--- config.mk ---
export PLATFORM = sky130hd
export DESIGN_NAME = sdram_arbiter
export DESIGN_NICKNAME = d
export VERILOG_FILES = /design/src/rtl/sdram_arbiter.sv
export SDC_FILE = /design/constraint.sdc
export NUM_CORES = 1
export LEC_CHECK = 0
export ABC_AREA = 1
export CAP_MARGIN = 20
export CORE_MARGIN = 2
export CORE_UTILIZATION = 30
export CTS_CLUSTER_DIAMETER = 60
export DETAILED_ROUTE_END_ITERATION = 7
export PLACE_DENSITY = 0.75
export SETUP_SLACK_MARGIN = 0.05
export SYNTH_ARGS = -nofsm -noshare
export SYNTH_HDL_FRONTEND = slang
export SYNTH_SLANG_ARGS = --single-unit
--- constraint.sdc ---
create_clock -name clk -period 3.1 [get_ports clk]
set_clock_uncertainty 0.2 [all_clocks]
set_input_delay 0.31 -clock clk [delete_from_list [all_inputs] [get_ports clk]]
set_output_delay 0.31 -clock clk [all_outputs]
set_load 0.02 [all_outputs]
--- src/rtl/sdram_arbiter.sv ---
// sdram_arbiter: shares one SDRAM controller port between NP requesters.
// Write bursts hold the grant until their last beat is accepted; reads are
// released immediately and their return beats are routed back through an
// in-order FIFO of {port id, beat count}.
// Build option: define SDRAM_ARB_FIXED_PRIO_EN to grant the lowest-index
// eligible port instead of using the round-robin pointer.
//
// state | meaning
// IDLE  | free arbitration, any eligible port may be granted
// LOCK  | write burst in progress, grant held on lock_q until remain_q hits 0
module sdram_arbiter #(
    parameter int DW   = 16,
    parameter int AW   = 24,
    parameter int NP   = 2,
    parameter int OUTQ = 4
) (
    input  logic            clk,
    input  logic            rst_n,
    input  logic [NP-1:0]   m_read,
    input  logic [NP-1:0]   m_write,
    input  logic [NP-1:0]   m_burst,
    output logic [NP-1:0]   m_ready,
    output logic [NP-1:0]   m_rvalid,
    input  logic [NP*AW-1:0] m_addr,
    input  logic [NP*3-1:0] m_burst_len,
    input  logic [NP*DW-1:0] m_wdata,
    input  logic [NP*2-1:0] m_byteenable,
    output logic [DW-1:0]   m_rdata,
    output logic            bus_read,
    output logic            bus_write,
    output logic [AW-1:0]   bus_addr,
    output logic            bus_burst,
    output logic [2:0]      bus_burst_len,
    output logic [DW-1:0]   bus_wdata,
    output logic [1:0]      bus_byteenable,
    input  logic            bus_ready,
    input  logic            bus_rvalid,
    input  logic [DW-1:0]   bus_rdata,
    output logic            rsp_err
);
    localparam int IDW = (NP > 1) ? $clog2(NP) : 1;
    localparam int QW  = (OUTQ > 1) ? $clog2(OUTQ) : 1;
    localparam int CW  = $clog2(OUTQ + 1);

    typedef enum logic {IDLE, LOCK} state_t;

    state_t         state_q;
    logic [IDW-1:0] lock_q;
    logic [3:0]     remain_q;
`ifndef SDRAM_ARB_FIXED_PRIO_EN
    logic [IDW-1:0] rr_ptr_q;
    logic [IDW-1:0] rr_ptr_d;
`endif

    logic [IDW-1:0] fq_id_q [OUTQ];
    logic [3:0]     fq_bc_q [OUTQ];
    logic [QW-1:0]  wr_ptr_q, rd_ptr_q, wr_ptr_d, rd_ptr_d;
    logic [CW-1:0]  occ_q;
    logic [3:0]     beat_q;
    logic           rsp_err_q;

    logic           fifo_full, fifo_empty;
    logic [NP-1:0]  elig;
    logic           gnt_vld;
    logic [IDW-1:0] gnt_idx;
    logic           accept;
    logic [3:0]     beats;
    logic           push, pop, rv_hit, last_beat;
    logic [IDW-1:0] head_id;

    assign fifo_full  = (occ_q == CW'(OUTQ));
    assign fifo_empty = (occ_q == '0);

    // A read cannot be taken while the routing FIFO is full; writes still can.
    assign elig = (m_read | m_write) & ~(m_read & {NP{fifo_full}});

    // Select the granted port: the locked port in LOCK, else first eligible.
    always_comb begin : grant_sel
        int c;
        gnt_vld = 1'b0;
        gnt_idx = '0;
        c       = 0;
        if (state_q == LOCK) begin
            gnt_vld = 1'b1;
            gnt_idx = lock_q;
        end else begin
            for (int i = 0; i < NP; i++) begin
`ifdef SDRAM_ARB_FIXED_PRIO_EN
                c = i;
`else
                c = int'(rr_ptr_q) + i;
                if (c >= NP) c = c - NP;
`endif
                if (!gnt_vld && elig[c]) begin
                    gnt_vld = 1'b1;
                    gnt_idx = IDW'(c);
                end
            end
        end
    end

    // Zero-latency forwarding; read wins when a port raises both read and write.
    assign bus_read       = rst_n & gnt_vld & m_read[gnt_idx];
    assign bus_write      = rst_n & gnt_vld & m_write[gnt_idx] & ~m_read[gnt_idx];
    assign bus_addr       = gnt_vld ? m_addr[int'(gnt_idx)*AW +: AW] : '0;
    assign bus_burst      = gnt_vld & m_burst[gnt_idx];
    assign bus_burst_len  = gnt_vld ? m_burst_len[int'(gnt_idx)*3 +: 3] : '0;
    assign bus_wdata      = gnt_vld ? m_wdata[int'(gnt_idx)*DW +: DW] : '0;
    assign bus_byteenable = gnt_vld ? m_byteenable[int'(gnt_idx)*2 +: 2] : '0;
    assign m_rdata        = bus_rdata;
    assign rsp_err        = rsp_err_q;

    assign accept = (bus_read | bus_write) & bus_ready;
    assign beats  = bus_burst ? ({1'b0, bus_burst_len} + 4'd1) : 4'd1;

    // Only the granted port sees the controller's ready.
    always_comb begin
        m_ready = '0;
        if (rst_n && gnt_vld) m_ready[gnt_idx] = bus_ready;
    end

    assign head_id   = fq_id_q[rd_ptr_q];
    assign rv_hit    = bus_rvalid & ~fifo_empty;
    assign last_beat = ((beat_q + 4'd1) == fq_bc_q[rd_ptr_q]);
    assign push      = accept & bus_read & ~fifo_full;
    assign pop       = rv_hit & last_beat;
    assign wr_ptr_d  = (wr_ptr_q == QW'(OUTQ - 1)) ? '0 : wr_ptr_q + 1'b1;
    assign rd_ptr_d  = (rd_ptr_q == QW'(OUTQ - 1)) ? '0 : rd_ptr_q + 1'b1;
`ifndef SDRAM_ARB_FIXED_PRIO_EN
    assign rr_ptr_d  = (int'(gnt_idx) == NP - 1) ? '0 : gnt_idx + 1'b1;
`endif

    // Return beats go to the port at the head of the routing FIFO.
    always_comb begin
        m_rvalid = '0;
        if (rst_n && rv_hit) m_rvalid[head_id] = 1'b1;
    end

    // Arbitration FSM: lock on multi-beat writes, advance pointer on first beats.
    always_ff @(posedge clk or negedge rst_n) begin
        if (!rst_n) begin
            state_q  <= IDLE;
            lock_q   <= '0;
            remain_q <= '0;
`ifndef SDRAM_ARB_FIXED_PRIO_EN
            rr_ptr_q <= '0;
`endif
        end else begin
            case (state_q)
                IDLE: begin
                    if (accept) begin
`ifndef SDRAM_ARB_FIXED_PRIO_EN
                        rr_ptr_q <= rr_ptr_d;
`endif
                        if (bus_write && beats > 4'd1) begin
                            state_q  <= LOCK;
                            lock_q   <= gnt_idx;
                            remain_q <= beats - 4'd1;
                        end
                    end
                end
                LOCK: begin
                    if (accept) begin
                        remain_q <= remain_q - 4'd1;
                        if (remain_q == 4'd1) state_q <= IDLE;
                    end
                end
                default: state_q <= IDLE;
            endcase
        end
    end

    // Read-routing FIFO, per-head beat counter and sticky stray-rvalid flag.
    always_ff @(posedge clk or negedge rst_n) begin
        if (!rst_n) begin
            wr_ptr_q  <= '0;
            rd_ptr_q  <= '0;
            occ_q     <= '0;
            beat_q    <= '0;
            rsp_err_q <= 1'b0;
            for (int i = 0; i < OUTQ; i++) begin
                fq_id_q[i] <= '0;
                fq_bc_q[i] <= '0;
            end
        end else begin
            if (push) begin
                fq_id_q[wr_ptr_q] <= gnt_idx;
                fq_bc_q[wr_ptr_q] <= beats;
                wr_ptr_q          <= wr_ptr_d;
            end
            if (rv_hit) begin
                if (last_beat) begin
                    beat_q   <= '0;
                    rd_ptr_q <= rd_ptr_d;
                end else begin
                    beat_q <= beat_q + 4'd1;
                end
            end
            if (push && !pop)      occ_q <= occ_q + 1'b1;
            else if (pop && !push) occ_q <= occ_q - 1'b1;
            if (bus_rvalid && fifo_empty) rsp_err_q <= 1'b1;
        end
    end
endmodule
## After elaboration in Yosys (flattened, before gate mapping)

Cells that the tools add are included.

- Add/subtract/negate cells: 12
- Multiply operators: 2
- Magnitude comparators: 12
- Equal/unequal tests: 8
- Shifts and indexed selects: 4
- Muxes and demuxes: 61
- Bitwise operators: 22
- Reductions and logical operators: 19

Operators with widths:

| operator | count |
|---|---|
| $mux 32 | 4 |
| $lt 32x3->1 const B | 2 |
| $shiftx 48x7->24 | 1 |
| $mux 4 | 8 |
| $shiftx 32x6->16 | 1 |
| $mux 1 | 29 |
| $mux 24 | 1 |
| $bwmux 16 | 1 |
| $mux 16 | 1 |
| $and 1x1->1 | 10 |
| $logic_and 1x1->1 | 10 |
| $mux 2 | 5 |
| $mux 3 | 3 |
| $bmux 4 s2 | 1 |
| $demux 4 s2 | 1 |
| $pmux 4 s2 | 1 |
| $sub 4x1->4 const B | 2 |
| $and 2x2->2 | 3 |
| $ge 3x3->1 const B | 2 |
| $mul 1x2->3 const B | 2 |
| $not 2->3 | 2 |
| $reduce_and 3->1 | 2 |
| $shiftx 6x4->3 | 1 |
| $add 2x1->2 const B | 2 |
| other kinds (34) | 45 |

- Register bits: 39
- Bits of input ports: 116
- Output and inout port bits: 69
- Logic and storage cells: 157

## Depth between registers and ports, before layout

Gate-level depths: netlist (run 1).

- Word-level depth: 25
- Depth in mapped cells: 17
- Mapped depth without buffers: 17

## Worst setup path after synthesis (run 1)

OpenSTA, ideal clock, no wires.

- Path type: reg2reg
- Start point: register occ_q[0]
- End point: register occ_q[2]
- Library setup time: 131 ps
- Data arrival time: 2428 ps
- Required time: 2769 ps
- Path slack: 341 ps
- Stages on the path, launching flop included: 18
- Buffers on the path: 0
- Period minus slack after synthesis: 2759 ps
- Path through: dfrtp_1 -> nor2_2 -> nand2_2 -> nand2_1 -> nand2_2 -> nand3_4 -> nand2_1 -> o21ai_2 -> nand2_1 -> inv_2 -> nand3_4 -> clkinv_4 -> ha_1 -> inv_1 -> fa_1 -> a21oi_1 -> o21ai_0 -> xor2_1

- Elaborated cells on any way between the ends: 46
- Those cells by class: add/sub: 2; eq/ne: 1; mux: 19; bitwise: 16; reduce/logical: 8

RTL lines:

| item | RTL line | text |
|---|---|---|
| from (decl) | 58 | `logic [CW-1:0] occ_q;` |
| from (signal assigned) | 199 | `if (push && !pop) occ_q <= occ_q + 1'b1;` |
| from (signal assigned) | 200 | `else if (pop && !push) occ_q <= occ_q - 1'b1;` |
| $eq 3x3->1 * | 71 | `assign fifo_full = (occ_q == CW'(OUTQ));` |
| $and 2x2->2 * | 75 | `assign elig = (m_read \| m_write) & ~(m_read & {NP{fifo_full}});` |
| $not 2->2 * | 75 |  |
| $and 2x2->2 * | 75 |  |
| $mux 1 (not written as such) (3 in series) | 94 | `if (!gnt_vld && elig[c]) begin` |
| $mux 1 | 94 |  |
| $mux 1 | 83 | `if (state_q == LOCK) begin` |
| $logic_not 1->1 | 94 |  |
| [... 6 more ...] | - |  |
| via bus_read | 29 | `output logic bus_read,` |
| $or 1x1->1 | 113 | `assign accept = (bus_read \| bus_write) & bus_ready;` |
| $and 1x1->1 | 113 |  |
| $and 1x1->1 * (2 in series) | 125 | `assign push = accept & bus_read & ~fifo_full;` |
| via push | 68 | `logic push, pop, rv_hit, last_beat;` |
| $logic_not 1->1 | 200 |  |
| $logic_and 1x1->1 | 200 |  |
| $reduce_bool 2->1 (no source line) | - |  |

The timed path passes the listed nets; every way through them passes the cells marked *. The select of a mux whose other input is x is not followed.
A chain may end at the register's enable or synchronous reset.

## Worst setup path after layout (run 1)

- Start point: register occ_q[0]
- End point: output m_ready[0]

- Word-level cells in the longest chain between the ends: 19
- Elaborated cells on any way between the ends: 27
- Those cells by class: order compare: 2; eq/ne: 1; mux: 16; bitwise: 4; reduce/logical: 4

Ends and longest elaborated chain:

| item | RTL line | text |
|---|---|---|
| $eq 3x3->1 * | 71 |  |
| $and 2x2->2 * | 75 |  |
| $not 2->2 * | 75 |  |
| $and 2x2->2 * | 75 |  |
| $mux 1 (not written as such) (3 in series) | 94 |  |
| $mux 1 | 94 |  |
| $mux 1 | 83 |  |
| $logic_not 1->1 | 94 |  |
| $logic_and 1x1->1 | 94 |  |
| $mux 1 | 94 |  |
| $mux 1 | 83 |  |
| $lt 1x2->1 (not written as such) or $ge 1x1->1 (tied branches) | 119 | `if (rst_n && gnt_vld) m_ready[gnt_idx] = bus_ready;` |
| $logic_and 1x1->1 (not written as such) | 119 |  |
| $mux 1 (not written as such) | 119 |  |
| $demux 1 s1 | 119 |  |
| $and 2x2->2 (no source line) | - |  |
| $mux 2 * | 119 |  |
| to (decl) | 22 | `output logic [NP-1:0] m_ready,` |

Mark *: on every way between the ends. The rest lies on a longest branch, timed or not. The select of a mux whose other input is x is not followed.

==> results of run 1 <==
[registers in the layout, indices dropped and copies added (netlist names)]
register / cells
rd_ptr_q: 2
beat_q: 4
occ_q: 3
wr_ptr_q: 2
remain_q: 4
rr_ptr_q: 1
fq_id_q: 4
state_q: 1
fq_bc_q: 16
rsp_err: 1
lock_q: 1
[final timing paths]
kind                            slack (ns)  cells past startpoint                 endpoint               startpoint
worst max register to register        0.30                     12     occ_q[1]$_DFFE_PN0P_  rd_ptr_q[0]$_DFFE_PN0P_
min in group asynchronous             0.43                      3      rsp_err$_DFFE_PN0P_                    rst_n
worst min-delay path                  0.28                      1      rsp_err$_DFFE_PN0P_      rsp_err$_DFFE_PN0P_
worst max-delay path                  0.25                      9               m_ready[0]     occ_q[0]$_DFFE_PN0P_
worst min register to register        0.28                      1      rsp_err$_DFFE_PN0P_      rsp_err$_DFFE_PN0P_
max in group asynchronous             1.89                      3  rd_ptr_q[0]$_DFFE_PN0P_                    rst_n
[synthesized netlist by cell type, types with 2 or more instances]
cell	number
nand2_1	163
a21oi_1	50
dfrtp_1	39
inv_1	34
buf_4	16
o21ai_0	16
o21ai_1	16
nor2_1	15
nand3_1	12
clkbuf_1	10
ha_1	9
inv_2	7
xor2_1	6
nand2_2	5
buf_2	4
o22ai_1	4
xnor2_1	4
nand2_4	3
nor2_2	3
a32oi_1	2
nand3_2	2
nand3_4	2
nand4_1	2
nor2_4	2
o21ai_2	2
[cell usage in the layout, fill, tap and decap left out, drive strengths merged]
master	netlist	final
nand2	171	171
clkdlybuf4s50	0	104
a21oi	51	51
inv	41	41
dfrtp	39	39
o21ai	34	34
dlymetal6s2s	0	28
nor2	20	20
dlygate4sd2	0	19
nand3	16	16
buf	21	15
ha	9	9
clkbuf	10	8
xor2	6	6
o22ai	4	4
xnor2	4	4
nand4	2	2
a32oi	2	2
clkinv	2	2
or2	1	1
and2	1	1
o211ai	1	1
nor3	1	1
a31oi	1	1
and3	1	1
a31o	1	1
mux2	1	1
o21a	1	1
fa	1	1
dlygate4sd3	0	1
[stage by stage]
| stage | hold slack (ns) | setup WS (ns) | cell area [µm²] | cells |
|---|---|---|---|---|
| 6_report | 0.278 | 0.251 | 4810 | 719 |
| 5_1_grt | 0.310 | 0.0528 | 4810 | 719 |
| 4_1_cts | 0.283 | 0.0566 | 4740 | 719 |
| 3_5_place_dp | 0.225 | 0.0282 | 4650 | 710 |
| 3_3_place_gp | 0.228 | 0.102 | 4650 | 710 |
| 2_1_floorplan | -0.186 | 0.341 | 3000 | 442 |
[worst register-to-register path: cells and delay by family, from the launching register on]
kind / cells / cell delay [ns]
fa+ha+maj: 2 / 0.58
flops: 1 / 0.51
simple gates: 4 / 0.42
buf+inv: 3 / 0.35
mux: 1 / 0.27
compound gates: 1 / 0.26
xor+xnor: 1 / 0.10
[cell families (layout without fill, tap and decap cells)]
| kind of cell | Yosys count | in the layout | synth area share |
|---|---|---|---|
| AO/OA/AOI/OAI | 95 | 95 | 0.170 |
| XOR/XNOR | 10 | 10 | 0.0292 |
| adder cells (fa/ha/maj) | 10 | 10 | 0.0442 |
| buffers and inverters | 74 | 218 | 0.118 |
| flip-flops | 39 | 39 | 0.325 |
| multiplexers | 1 | 1 | 0.00375 |
| AND/OR/NAND/NOR | 213 | 213 | 0.309 |
[report_power, final]
part           total, µW  leakage, µW  switching (µW)  internal, µW
clock                379    0.0000515             176           203
combinational       3460      0.00197            2020          1440
sequential           939     0.000490             201           739
total               4780      0.00251            2390          2380
[area by class of cell]
cell class | instances | area, µm²
fill | 976 | 4920
timing repair buffer | 167 | 1730
multi-input combinational | 329 | 1670
sequential | 39 | 977
inverter | 43 | 166
tap | 133 | 166
clock buffer | 8 | 100
[metal layers]
| layer | wire length (µm) | vias to the layer above | track usage |
|---|---|---|---|
| li1 | - | 1682 | - |
| met1 | 3510 | 1560 | 0.181 |
| met2 | 5420 | 113 | 0.350 |
| met3 | 926 | 18 | 0.0739 |
| met4 | 266 | 0 | 0.0550 |
| met5 | 0 | - | 0 |
[timing repair]
item,in CTS,in global routing
gates resized for setup,19,30
pin swaps,0,0
hold buffers,1,0
setup endpoints to repair,19,31
hold endpoints to repair,39,0
==> impl_metrics.json, run 1 <==
{
  "drv_slew": 0,
  "cts_tree": "done",
  "viasPerCell": 4.69,
  "synthTopCellsByArea": "dfrtp_1, nand2_1, a21oi_1",
  "synth_ff_type": "dfrtp_1",
  "drc": 0,
  "grt_max_degree": 49,
  "startpoint_type": "flip-flop",
  "cpMostUsedCell": "nand2_2",
  "netlist_area_mm2": 0.00300,
  "hold_class": "flip-flop to flip-flop",
  "ys_ff_latch": 39,
  "die-area_mm2": 0.0108,
  "rsz0062_at_grt": "false",
  "period_minus_slack_ns": 2.85,
  "period_share": 0.919,
  "syn_area_per_cell_um2": 6.79,
  "drt_iter0_drc": 99,
  "rows": 36,
  "synth_edf_count": 0,
  "max_freq_mhz": 351,
  "h-tree-depth": 2,
  "leakagePower_uw": 0.00251,
  "syn2layout_area_growth_pct": 60.4,
  "routed_wl_um": 10100,
  "worstMarginPinSlew_ns": 0.497,
  "dp_hpwl_um": 8250,
  "core_mm2": 0.00973,
  "ys_warn_count": 0,
  "drive_gt1_frac": 0.0922,
  "grt_remaining_overflow": 0,
  "cp.buffers_inverters": 3,
  "max_slew_margin": 0.669,
  "grt_pass1_wl_um": 16100,
  "grt_pass1_vias": 3395,
  "path_cells": "nor2_4 > nand2_2 > nand2_1 > nand2_2 > nand3_4 > inv_2 > buf_12 > nor2_1 > clkdlybuf4s50_1",
  "antenna_found_initial": 0,
  "cts_sinks": 39,
  "start_util": 0.308,
  "fin_tns_setup_ns": 0,
  "setup_viol": 0,
  "final_util": 0.495,
  "die_x_um": 104,
  "yosysUniqueCellTypes": 39,
  "p_per_area_mw_per_mm2": 992,
  "clk_pin_slew_ns": 0.07,
  "synth_top_area_frac": 0.325,
  "hold_viol": 0,
  "max-vdd-ir-drop_uv": 476,
  "vias": 3373,
  "cp_data_arrival_time_ns": 2.34,
  "dr.pass1.iters": 4,
  "cts_buffers": 5,
  "insertion_delay_ns": 0.29,
  "final_antenna_net_count": 0,
  "cp_slowest_cell": "clkdlybuf4s50_1",
  "cts_root_buf": "clkbuf_8",
  "required_ns": 2.59,
  "yosys.area.top_type": "dfrtp_1",
  "maxCapViolCount": 0,
  "syn_inst": 442,
  "async_reset_ff_frac": 1.00,
  "cts_setup_buffers": 0,
  "max-clock-path-buffers": 2,
  "port_buffers": 152,
  "fin_total_pwr_uw": 4780,
  "critPathMaxStageDelay_ns": 0.61,
  "wl_per_cell_um": 14.1,
  "ios": 185,
  "die_height_um": 104,
  "cp-end-kind": "output pin",
  "nNetsFinal": 711,
  "path_max_fanout": 23,
  "num_antenna_cells": 0,
  "track_usage": 0.184,
  "synth_nets": 568,
  "gp_congestion": 0.864,
  "status": "finished clean",
  "critPathTopFamily": "buffers and inverters",
  "ys_seq_area_frac": 0.325,
  "critPathKind": "flip-flop to output pin"
}
(Power assumes the default switching activity.)
==> run 2: changes to the inputs <==
DONT_BUFFER_PORTS = 1   (was default)
PLACE_DENSITY = 0.52   (was 0.75)
SETUP_SLACK_MARGIN = 0.15   (was 0.05)
==> run 2 against run 1 <==
Sequential share of layout area grew 7.2 points. Setup slack better by 0.014 ns. Combinational power down 8.4%. Via count shrank 12%.
==> impl_metrics.json, run 2 (synthesis gave the netlist of run 1 again) <==
{
  "worstMarginPinSlew_ns": 0.735,
  "crit_start": "occ_q[1]$_DFFE_PN0P_",
  "core_mm2": 0.00973,
  "rows": 36,
  "nNetsFinal": 602,
  "drt_iter0_drc": 118,
  "max_slew_margin": 0.506,
  "startpoint_type": "flip-flop",
  "reg2reg_from": "occ_q[1]$_DFFE_PN0P_",
  "drive_gt1_frac": 0.218,
  "fin_tns_setup_ns": 0,
  "drv_slew": 0,
  "largest_register_ffs": 16,
  "r2r_end": "occ_q[2]$_DFFE_PN0P_",
  "drc": 0,
  "status": "finished clean",
  "cp-end-kind": "flip-flop",
  "vias": 2964,
  "die_x_um": 104,
  "rsz0062_at_grt": "true",
  "final_antenna_net_count": 0,
  "critPathKind": "flip-flop to flip-flop",
  "endpoint": "occ_q[2]$_DFFE_PN0P_",
  "setup_viol": 0,
  "final_common_cell": "nand2_1",
  "period_share": 0.914,
  "dr.pass1.iters": 4,
  "top_register": "fq_bc_q",
  "reg2reg_depth": 17,
  "viasPerCell": 4.86,
  "period_minus_slack_ns": 2.83,
  "die_height_um": 104,
  "cts_sinks": 39,
  "cts_root_buf": "clkbuf_8",
  "fin_total_pwr_uw": 4520,
  "die-area_mm2": 0.0108,
  "hold_viol": 0,
  "dp_hpwl_um": 7650,
  "layout_common_cells": "nand2_1, buf_4, a21oi_1",
  "cp_data_arrival_time_ns": 2.80,
  "required_ns": 3.07,
  "ios": 185,
  "wl_per_cell_um": 16.0,
  "hold_class": "input port to flip-flop",
  "port_buffers": 0,
  "max-vdd-ir-drop_uv": 514,
  "clk_pin_slew_ns": 0.08,
  "grt_pass1_vias": 2955,
  "path_max_fanout": 5,
  "max-clock-path-buffers": 2,
  "cts_buffers": 5,
  "gp_congestion": 0.816,
  "r2r_setup_slack_ns": 0.27,
  "insertion_delay_ns": 0.29,
  "grt_max_degree": 56,
  "start_util": 0.308,
  "grt_remaining_overflow": 0,
  "track_usage": 0.177,
  "max_freq_mhz": 353,
  "maxCapViolCount": 0,
  "grt_pass1_wl_um": 15300,
  "num_antenna_cells": 0,
  "cts_tree": "done",
  "h-tree-depth": 2,
  "p_per_area_mw_per_mm2": 1270,
  "routed_wl_um": 9740,
  "leakagePower_uw": 0.00177,
  "syn2layout_area_growth_pct": 18.9,
  "antenna_found_initial": 0
}
## run 2: cell types whose count changed in the layout (fill, tap and decap cells not counted), moves of 2 or more
cell | before | now
clkdlybuf4s50_1 | 104 | 0
buf_4 | 10 | 53
dlymetal6s2s_1 | 28 | 0
dlygate4sd2_1 | 19 | 0
buf_12 | 4 | 1
dfrtp_1 | 38 | 35
dfrtp_2 | 1 | 4
inv_1 | 34 | 32
inv_2 | 7 | 9
## run 2: how the worst min path moves through the flow
| stage | from | end | slack [ns] | depth (start not counted) |
|---|---|---|---|---|
| final | bus_ready | state_q$_DFF_PN0_ | 0.09 | 3 |
| after global routing | bus_ready | state_q$_DFF_PN0_ | 0.1 | 3 |
| after CTS | bus_ready | state_q$_DFF_PN0_ | 0.08 | 3 |
| after detailed placement | rst_n | beat_q[3]$_DFFE_PN0P_ | -0.18 | 0 |
| after global placement | rst_n | fq_bc_q[7]$_DFFE_PN0P_ | -0.18 | 0 |
| after floorplan | rst_n | beat_q[0]$_DFFE_PN0P_ | -0.19 | 0 |
## run 2: critical path, stage by stage, from the launching register on
cell	delay [ns]
dfrtp_2	0.44
nor2_4	0.14
nand2_2	0.09
nand2_1	0.08
nand2_2	0.10
nand3_4	0.13
nand2_1	0.07
o21ai_2	0.08
nand2_1	0.10
inv_2	0.08
nand3_4	0.11
inv_8	0.09
ha_1	0.14
inv_1	0.08
fa_2	0.36
a21oi_1	0.16
o21ai_0	0.12
xor2_1	0.16
## run 2: final cells by class
type	count	area (µm²)
clock buffers	7	96.3
clock inverters	1	7.51
fillers	1069	6160
inverters	43	169
multi-input cells	329	1680
flip-flops and latches	39	981
well taps	133	166
repair buffers	58	464
## run 2: metrics by stage
| step | setup slack (ns) | instances | hold WS, ns | util | area, µm² |
|---|---|---|---|---|---|
| 2_1_floorplan | 0.341 | 442 | -0.186 | - | 3000 |
| 3_3_place_gp | 0.293 | 595 | -0.184 | 0.345 | 3360 |
| 3_5_place_dp | 0.248 | 595 | -0.184 | 0.345 | 3360 |
| 4_1_cts | 0.182 | 606 | 0.0794 | 0.361 | 3510 |
| 5_1_grt | 0.0841 | 610 | 0.0991 | 0.367 | 3570 |
| 6_report | 0.265 | 610 | 0.0871 | 0.367 | 3570 |
## run 2: repair_timing
item | in CTS | in global routing
hold buffers | 3 | 0
gates resized for setup | 2 | 13
buffers inserted | 0 | 4
endpoints found under the hold margin | 40 | 0
endpoints found under the setup margin | 44 | 48
pin swaps | 0 | 1
## run 2: per-layer routing
| layer | vias to the layer above | track usage | wire, µm |
|---|---|---|---|
| met4 | 0 | 0.0463 | 132 |
| met1 | 1393 | 0.202 | 3930 |
| li1 | 1460 | - | - |
| met5 | - | 0 | 0 |
| met2 | 101 | 0.325 | 5120 |
| met3 | 10 | 0.0476 | 561 |
## run 2: report_power, final
group	leakage (µW)	internal [µW]	total [µW]	switching, µW
combinational	0.00124	1190	3170	1980
sequential	0.000487	743	955	212
clock	0.0000505	203	396	193
total	0.00177	2140	4520	2390
==> run 3: changes to the inputs <==
ABC_AREA = default   (was 1)
CTS_CLUSTER_DIAMETER = 50   (was 60)
SKIP_CTS_REPAIR_TIMING = 1   (was default)
==> run 3 against run 2 <==
Maximum frequency fell by 5.9%. Worst hold slack better by 0.032 ns. Routed wire length down 4.8%. Power is 1.4% higher. Die area rose by 4.0%. Setup slack worse by 0.18 ns. Via count down 0.54%.
==> impl_metrics.json, run 3 <==
{
  "multi_input_area_mm2": 0.00202,
  "required_ns": 3.08,
  "drc": 0,
  "status": "finished clean",
  "routed_wl_um": 9270,
  "syn_area_per_cell_um2": 8.12,
  "final_util": 0.377,
  "min_to": "beat_q[3]$_DFFE_PN0P_",
  "ys_warn_count": 0,
  "top_register": "fq_bc_q",
  "synthTopCellsByArea": "dfrtp_1, nand2_1, mux2_2",
  "regArea_um2": 978,
  "period_minus_slack_ns": 3.01,
  "power_frac_comb": 0.710,
  "fin_tns_setup_ns": 0,
  "cts_root_buf": "clkbuf_8",
  "vias": 2948,
  "final_common_cell": "nand2_1",
  "cp_data_arrival_time_ns": 2.99,
  "drt_iter0_drc": 237,
  "synth_ff_type": "dfrtp_1",
  "r2r_setup_slack_ns": 0.09,
  "grt_pass1_vias": 2731,
  "yosysUniqueCellTypes": 46,
  "wl_per_cell_um": 16.5,
  "port_buffers": 0,
  "synth_edf_count": 0,
  "syn2layout_area_growth_pct": 23.5,
  "largest_register_ffs": 16,
  "cp_slowest_cell": "mux4_2",
  "ys_top_cells_by_count": "nand2_1, a21oi_1, dfrtp_1",
  "ys_ff_latch": 39,
  "num_antenna_cells": 0,
  "ys_seq_area_frac": 0.312,
  "grt_max_degree": 50,
  "drv_slew": 0,
  "synth_top_area_frac": 0.312,
  "fin_total_pwr_uw": 4590,
  "r2r_end": "occ_q[1]$_DFFE_PN0P_",
  "drive_gt1_frac": 0.302,
  "rows": 37,
  "p_sw_uw": 2280,
  "yosys.cell_count.top_type": "nand2_1",
  "cp.buffers_inverters": 2,
  "track_usage": 0.155,
  "gp_congestion": 0.837,
  "reg2reg_depth": 11,
  "die_height_um": 106,
  "pwr-share-clk": 0.080,
  "cts_buffers": 5,
  "max_slew_margin": 0.554,
  "startpoint_type": "flip-flop",
  "start_util": 0.305,
  "nNetsFinal": 553,
  "cp-end-kind": "flip-flop",
  "max-clock-path-buffers": 2,
  "h-tree-depth": 2,
  "dr.pass1.iters": 4,
  "switching_share": 0.498,
  "grt_pass1_wl_um": 14000,
  "viasPerCell": 5.24,
  "max-vdd-ir-drop_uv": 510,
  "syn_inst": 385,
  "die-area_mm2": 0.0113,
  "synth_nets": 511,
  "yosys.area.top_type": "dfrtp_1",
  "cts_sinks": 39,
  "layout_common_cells": "nand2_1, buf_4, a21oi_1",
  "insertion_delay_ns": 0.29,
  "async_reset_ff_frac": 1.00,
  "maxCapViolCount": 0,
  "hold_depth": 3,
  "power_frac_seq": 0.209,
  "core_mm2": 0.0102,
  "final_antenna_net_count": 0,
  "hold_class": "input port to flip-flop",
  "critPathTopFamily": "multiplexers",
  "leakagePower_uw": 0.00171,
  "setup_viol": 0,
  "grt_remaining_overflow": 0,
  "reg2reg_from": "rd_ptr_q[0]$_DFFE_PN0P_",
  "critPathKind": "flip-flop to flip-flop",
  "worstMarginPinSlew_ns": 0.663,
  "hold_viol": 0,
  "clk_pin_slew_ns": 0.08,
  "internal_power_uw": 2310,
  "max_freq_mhz": 332,
  "antenna_found_initial": 0,
  "min_from": "bus_rvalid",
  "rsz0062_at_grt": "true",
  "ios": 185,
  "path_cells": "mux4_2 > xnor2_2 > xor2_1 > o22ai_1 > and3_4 > and2_4 > inv_4 > ha_4 > inv_2 > fa_2 > mux2_2",
  "critPathMaxStageDelay_ns": 0.54,
  "fillers": 1032,
  "p_per_area_mw_per_mm2": 1190,
  "period_share": 0.971,
  "dp_hpwl_um": 7050,
  "die_x_um": 106,
  "cts_tree": "done",
  "path_max_fanout": 5,
  "netlist_area_mm2": 0.00313
}
## run 3: changes by cell type in the layout (fill, tap and decap cells not counted), sizes merged, moves of 11 or more
cell,before,now
nand2,171,110
inv,42,11
mux2,1,28
o21ai,34,12
nand3,16,4
buf,56,67
## run 3: worst max path at each step
stage	startpoint	to	slack (ns)	cells after the start
6_report	rd_ptr_q[0]$_DFFE_PN0P_	occ_q[1]$_DFFE_PN0P_	0.09	11
5_1_grt	occ_q[1]$_DFFE_PN0P_	occ_q[2]$_DFFE_PN0P_	-0.06	11
4_1_cts	occ_q[2]$_DFFE_PN0P_	bus_addr[13]	-0.08	7
3_5_place_dp	rd_ptr_q[0]$_DFFE_PN0P_	occ_q[2]$_DFFE_PN0P_	0.08	13
3_3_place_gp	rd_ptr_q[0]$_DFFE_PN0P_	occ_q[2]$_DFFE_PN0P_	0.12	13
2_1_floorplan	rd_ptr_q[0]$_DFFE_PN0P_	occ_q[1]$_DFFE_PN0P_	0.10	12
## run 3: logic make-up after synthesis
family          after synthesis  share of synthesized area
simple gates                161                      0.230
compound gates               88                      0.179
buf+inv                      45                     0.0733
flops                        39                      0.312
mux                          34                      0.140
fa+ha+maj                    10                     0.0424
xor+xnor                      8                     0.0224
## run 3: area by class of cell
class	count	area share
flip-flops and latches	39	0.253
multi-input cells	301	0.523
well taps	136	0.0441
clock buffers	6	0.0214
inverters	11	0.0123
repair buffers	69	0.144
clock inverters	1	0.00227
## run 3: power groups by stage
stage,registers [µW],logic [µW],clock network [µW]
6_report,961,3260,368
4_1_cts,953,3130,377
2_1_floorplan,881,2180,0
5_1_grt,1000,3530,398
3_3_place_gp,953,3080,0
3_5_place_dp,963,3120,0
## run 3: per-stage QoR
stage	setup WS (ns)	area, µm²	instances	hold WS (ns)
5_1_grt	-0.0569	3860	563	0.130
3_5_place_dp	0.0760	3620	548	-0.183
3_3_place_gp	0.122	3620	548	-0.183
2_1_floorplan	0.102	3190	385	-0.186
4_1_cts	-0.0760	3710	555	-0.506
6_report	0.0889	3860	563	0.119
## run 3: layer usage
layer,routed length (µm),global-route usage
met1,4140,0.203
met2,4310,0.246
met3,748,0.0540
met4,74,0.0329
met5,0,0
## run 3: worst min-delay path: cells and delay by family
kind | cells | cell delay (ns)
simple gates | 2 | 0.19
compound gates | 1 | 0.07
